### config.mk
export PLATFORM = sky130hd
export DESIGN_NAME = sap_1_program_loader
export DESIGN_NICKNAME = d
export VERILOG_FILES = /design/src/rtl/sap_1_pkg.sv /design/src/rtl/sap_1_loader_checksum.sv /design/src/rtl/sap_1_program_loader.sv
export SDC_FILE = /design/constraint.sdc
export NUM_CORES = 1
export LEC_CHECK = 0
export BUFFER_PORTS_ARGS = -buffer_cell sky130_fd_sc_hd__clkbuf_2
export CORE_UTILIZATION = 45
export CTS_BUF_LIST = sky130_fd_sc_hd__clkbuf_4
export DETAILED_ROUTE_END_ITERATION = 16
export MAX_ROUTING_LAYER = met4
export PLACE_DENSITY = 0.77
export SLEW_MARGIN = 20
export SYNTH_ARGS = -nofsm -noshare
export SYNTH_HDL_FRONTEND = slang
export SYNTH_SLANG_ARGS = --single-unit
### constraint.sdc
create_clock -name Clk -period 0.9 [get_ports Clk]
set_input_delay 0.18 -clock Clk [delete_from_list [all_inputs] [get_ports Clk]]
set_output_delay 0.18 -clock Clk [all_outputs]
set_load 0.05 [all_outputs]
### src/rtl/sap_1_pkg.sv
// sap_1_pkg: shared widths and loader FSM encoding for the SAP-1 program loader
// CHECK exists only when SAP_1_LOADER_CHECKSUM_EN is defined.
package sap_1_pkg;
  localparam int ADDR_W = 4;
  localparam int DATA_W = 8;
  typedef logic [1:0] state_t;
  localparam state_t IDLE = 2'd0;
  localparam state_t LOAD = 2'd1;
  localparam state_t DONE = 2'd2;
`ifdef SAP_1_LOADER_CHECKSUM_EN
  localparam state_t CHECK = 2'd3;
`endif
endpackage

### src/rtl/sap_1_loader_checksum.sv
// sap_1_loader_checksum: modulo-256 running sum of the bytes written in a load session
module sap_1_loader_checksum
  import sap_1_pkg::*;
(
  input  logic              clk,
  input  logic              rst_n,
  input  logic              clr,
  input  logic              add,
  input  logic [DATA_W-1:0] data,
  output logic [DATA_W-1:0] sum
);
  always_ff @(posedge clk or negedge rst_n)
    if (!rst_n) sum <= '0;
    else if (clr) sum <= '0;
    else if (add) sum <= sum + data;
endmodule

### src/rtl/sap_1_program_loader.sv
// sap_1_program_loader: streams host bytes into external SAP-1 RAM over a valid/ready handshake
// Define SAP_1_LOADER_CHECKSUM_EN to accept and verify a trailing checksum byte.
module sap_1_program_loader
  import sap_1_pkg::*;
#(
  parameter logic [ADDR_W-1:0] LAST_ADDRESS = 4'hF
) (
  input  logic              Clk,
  input  logic              CLRbar,
  input  logic              start,
  input  logic [DATA_W-1:0] data_in,
  input  logic              data_valid,
  output logic              data_ready,
  output logic              ram_we,
  output logic [ADDR_W-1:0] ram_address,
  output logic [DATA_W-1:0] ram_data,
  output logic              busy,
  output logic              done,
  output logic              checksum_error
);
  state_t state, state_n;
  logic [ADDR_W-1:0] cnt;
  logic go, load_xfer, last;
  assign go = start && (state == IDLE || state == DONE);
  assign load_xfer = state == LOAD && data_valid;
  assign last = load_xfer && cnt == LAST_ADDRESS;
`ifdef SAP_1_LOADER_CHECKSUM_EN
  logic [DATA_W-1:0] sum;
  logic check_xfer;
  assign check_xfer = state == CHECK && data_valid;
  assign data_ready = state == LOAD || state == CHECK;
  always_comb state_n = go ? LOAD : last ? CHECK : check_xfer ? DONE : state;
  sap_1_loader_checksum u_checksum (
    .clk  (Clk),
    .rst_n(CLRbar),
    .clr  (go),
    .add  (load_xfer),
    .data (data_in),
    .sum  (sum)
  );
  always_ff @(posedge Clk or negedge CLRbar)
    if (!CLRbar) checksum_error <= 1'b0;
    else if (go) checksum_error <= 1'b0;
    else if (check_xfer) checksum_error <= data_in != sum;
`else
  assign data_ready = state == LOAD;
  always_comb state_n = go ? LOAD : last ? DONE : state;
  assign checksum_error = 1'b0;
`endif
  // the write port is registered, so the last write lands one cycle after LOAD is left
  always_ff @(posedge Clk or negedge CLRbar)
    if (!CLRbar) begin
      state <= IDLE;
      cnt <= '0;
      ram_we <= 1'b0;
      ram_address <= '0;
      ram_data <= '0;
    end else begin
      state <= state_n;
      ram_we <= load_xfer;
      if (go) cnt <= '0;
      else if (load_xfer) cnt <= cnt + 1'b1;
      if (load_xfer) begin
        ram_address <= cnt;
        ram_data <= data_in;
      end
    end
  assign busy = data_ready || ram_we;
  assign done = state == DONE;
endmodule

# Word-level counts from Yosys, hierarchy flattened
# Index checks and enable logic that the tools add are counted.
dict set report op_classes {
  eq_ne 3
  mux 4
  reduce_logical 8
  add_sub_neg 1
}
# op count
set op_table {}
lappend op_table {{$mux 4} 2}
lappend op_table {{$add 4x1->4 const B} 1}
lappend op_table {{$eq 4x4->1 const B} 1}
lappend op_table {{$mux 2} 2}
lappend op_table {{$reduce_bool 2->1} 2}
lappend op_table {{$logic_and 1x1->1} 3}
lappend op_table {{$eq 2x1->1 const B} 1}
lappend op_table {{$eq 2x2->1 const B} 1}
lappend op_table {{$logic_not 2->1} 1}
lappend op_table {{$logic_or 1x1->1} 2}
dict set report totals {
  input_bits 12
  elab_cells 21
  register_bits 19
}

# Logic depth before layout (Yosys ltp)
dict set report depth {
  word_depth 5
  mapped_depth 5
}

# Worst setup path after synthesis
# No wires, ideal clock.
dict set report synth_timing {
  path_kind {flip-flop to output port}
  startpoint {register state[0]}
  endpoint {output busy}
  required_time_ps 720
  stages_incl_launch_ff 3
  path_slack_ps -902
  arrival_time_ps 1622
  n_path_buf 0
  cell_sequence {dfrtp_1 > nor2b_1 > or2_2}
}
dict set report synth_via {
  elab_chain_cells 2
}
# item line
set synth_rtl {}
lappend synth_rtl {{from (decl)} sap_1_program_loader.sv:21} ;# state_t state, state_n;
lappend synth_rtl {{from (signal assigned)} sap_1_program_loader.sv:59} ;# state <= state_n;
lappend synth_rtl {{$eq 2x1->1} sap_1_program_loader.sv:46} ;# assign data_ready = state == LOAD;
lappend synth_rtl {{named net data_ready} sap_1_program_loader.sv:13} ;# output logic data_ready,
lappend synth_rtl {{$logic_or 1x1->1} sap_1_program_loader.sv:68} ;# assign busy = data_ready || ram_we;
lappend synth_rtl {{to (decl)} sap_1_program_loader.sv:17} ;# output logic busy,
# The timed path passes the listed nets, and every way through them passes these cells.

# Worst setup path after layout
dict set report layout_timing {
  startpoint {register state[0]}
  endpoint {output busy}
}
dict set report layout_via {
  elab_chain_cells 2
}
# item line
set layout_rtl {}
lappend layout_rtl {{$eq 2x1->1} sap_1_program_loader.sv:46}
lappend layout_rtl {{$logic_or 1x1->1} sap_1_program_loader.sv:68}
# Every way passes these cells.

==> impl_metrics.json <==
{
  "status": "finished, violations left",
  "failed_checks": "design-rule violations, negative setup slack",
  "fin_cells": 151,
  "cts_inserted_buffers": 3,
  "place.port_buffers": 27,
  "detail_route.vias_per_cell": 5.38,
  "floorplan.rows": 14,
  "r2r-end": "cnt[3]",
  "pin_count_of_the_biggest_net_entering_global_routing": 20,
  "first_global_vias": 762,
  "worst-setup-path-type": "reg2out",
  "worstHoldPathType": "in2reg",
  "floorplan.core_area_um2": 1580,
  "layout_worst_path_cycle_share_pct": 161,
  "gr-usage-all-layers_pct": 24.4,
  "die-area_um2": 1950,
  "die_height_um": 44.1,
  "drt_iter0_drc": 14,
  "synthesis_warnings": 0,
  "yosys_register_bits": 19,
  "worst_skew_pair.late_latency_ps": 310,
  "postSynthCellCount": 85,
  "initial_utilization_pct": 50.6,
  "use_met2_pct": 43.2,
  "cts_tree": "yes",
  "hpwlAfterDp_um": 1120,
  "achievable-frequency_ghz": 0.690,
  "gr-usage-met1_pct": 27.4,
  "setup_tns_ps": -11040,
  "htreeDepth": 1,
  "postLayoutSetupSlackWorst_ps": -550,
  "timing.reg2reg.setup_slack_ps": -460,
  "io-pin-count": 29,
  "critical_path.max_fanout": 2,
  "synth-edff-count": 0,
  "final_count_of_negative_setup_slack_endpoints": 35,
  "final.min_clock_period_ps": 1450,
  "grt_first_pass_wirelength_um": 3290,
  "synth.top_cell.area_share_pct": 59.6,
  "worst-endpoint-required_ps": 720,
  "ys_dominant_reg_cell": "sky130_fd_sc_hd__dfrtp_1",
  "yosysUniqueCellTypes": 21,
  "hold_viol": 0,
  "drcViolationCount": 1,
  "r2r-start": "state[1]",
  "grt_use_met3_pct": 4.08,
  "routedWlPerCell_um": 18.1,
  "routed-via-count": 812,
  "drt-pass1-iter-count": 10,
  "startpoint_type": "flop",
  "clockBufferDepth": 2,
  "drive_gt1_share_pct": 57.0,
  "synth_top_area_cell": "sky130_fd_sc_hd__dfrtp_1",
  "clk_pin_slew_worst_paths_ps": 120,
  "setup.worst_path.start": "state[0]",
  "syn-mean-instance-area_um2": 9.39,
  "skew_ps": 6.95,
  "post_synth_most_frequent_cells": "42 x sky130_fd_sc_hd__nand2_1, 19 x sky130_fd_sc_hd__dfrtp_1, 3 x sky130_fd_sc_hd__o21ai_0",
  "cp_data_arrival_time_ps": 1270,
  "yosysSeqAreaShare_pct": 59.6,
  "antenna_violations_before_repair": 0,
  "ys_async_sr_fraction_pct": 100,
  "slew_violations": 0,
  "library_cell_used_as_clock_root_buffer": "sky130_fd_sc_hd__clkbuf_4",
  "busiest_metal_layer_after_global_routing": "met2",
  "max_cap_violations": 0,
  "wl_um": 2740,
  "diodes": 0,
  "postSynthNetCount": 98,
  "hold_ws_ps": 56.9,
  "die_x_um": 44.1,
  "synth.area.top_cells": "sky130_fd_sc_hd__dfrtp_1 60%, sky130_fd_sc_hd__nand2_1 20%, sky130_fd_sc_hd__nand3b_4 2.5%, sky130_fd_sc_hd__o21ai_0 1.9%, sky130_fd_sc_hd__ha_1 1.6%",
  "placed_cells": 133,
  "critical_path.endpoint": "busy",
  "tritoncts_num_sinks": 19,
  "grt_overflow": 0,
  "grt_setup_unrepaired": "true",
  "design.final.nets": 149,
  "syn_area_um2": 798,
  "place_congestion": 0.685,
  "area_delta_synth_final_pct": 81.5,
  "reg2regPathDepth": 4,
  "setup.worst_path.end_class": "output pin",
  "ant_nets": 0,
  "place_worst_setup_slack_ps": -266,
  "synth.most_common_cell": "sky130_fd_sc_hd__nand2_1"
}
==> worst min path at each step <==
stage               slack (ps)  depth (start not counted)           to        from
finish                      60                          3  ram_data[5]  data_in[5]
global route                50                          3  ram_data[5]  data_in[5]
CTS                         60                          3  ram_data[5]  data_in[5]
detailed placement         150                          2     state[1]      CLRbar
global placement           150                          2       ram_we      CLRbar
floorplan                 -120                          0       cnt[0]      CLRbar
==> worst max-delay path, stage by stage, from the launching register on <==
cell                        delay [ps]
sky130_fd_sc_hd__dfrtp_2           420
sky130_fd_sc_hd__nor2b_4           130
sky130_fd_sc_hd__or2_4             240
sky130_fd_sc_hd__clkbuf_16         170
==> area by class of cell <==
cell class,count,area [um2]
clock inverters,1,5.00
clock buffers,3,22.5
multi-input cells,61,402
repair buffers,48,487
flip-flops and latches,19,477
inverters,2,20.0
well taps,16,20.0
repair inverters,1,16.3
fillers,55,128
==> sequential cells by signal, summed over array words and instances, names as in the netlist <==
name,flops
ram_data,8
cnt,4
ram_address,4
state,2
ram_we,1
==> repair_timing <==
item	CTS	global route
endpoints found under the setup margin	35	35
hold buffers	1	0
endpoints found under the hold margin	19	0
pin swaps	4	3
gates resized for setup	44	38
buffers inserted	5	7
cloned	1	0
==> stage by stage <==
stage	utilization (%)	cell area, um2
after global placement	64.5	1020
after global routing	91.9	1450
after floorplan	-	832
final	91.9	1450
after detailed placement	64.5	1020
after CTS	81.8	1290
==> metal layers <==
layer  routed length (um)  part of all wire, %  vias up
met5                    0                    0        -
li1                     -                    -      366
met3                   96                  3.5       11
met4                   97                  3.5        0
met2                 1540                   56       35
met1                 1010                   37      400
==> kinds of logic (layout without fill, tap and decap cells) <==
group / count (synthesis) / after routing / share of synthesized area [%]
buffers and inverters: 5 / 55 / 4.07
XOR/XNOR: 1 / 1 / 1.10
multiplexers: 1 / 1 / 1.25
other: 1 / 1 / 0.470
AND/OR/NAND/NOR: 51 / 51 / 27.6
adder cells (fa/ha/maj): 1 / 1 / 1.57
flip-flops: 19 / 19 / 59.6
AO/OA/AOI/OAI: 6 / 6 / 4.39
==> cell usage in the layout (no fill, tap or decap), types with 2 or more instances in the layout <==
cell type,synthesis,routed
sky130_fd_sc_hd__dfrtp_1,19,18
sky130_fd_sc_hd__clkbuf_2,0,11
sky130_fd_sc_hd__buf_8,0,14
sky130_fd_sc_hd__nand2_1,42,30
sky130_fd_sc_hd__clkinv_8,0,2
sky130_fd_sc_hd__nand2_4,0,6
sky130_fd_sc_hd__buf_6,1,6
sky130_fd_sc_hd__nand2_2,0,6
sky130_fd_sc_hd__nor2_1,2,2
sky130_fd_sc_hd__buf_4,1,14
sky130_fd_sc_hd__clkbuf_4,0,3
sky130_fd_sc_hd__nor2b_4,0,2
sky130_fd_sc_hd__o21ai_2,0,2
Power is not shown: default switching activity piles up to over one toggle a cycle in this logic, so the estimate is an artifact.
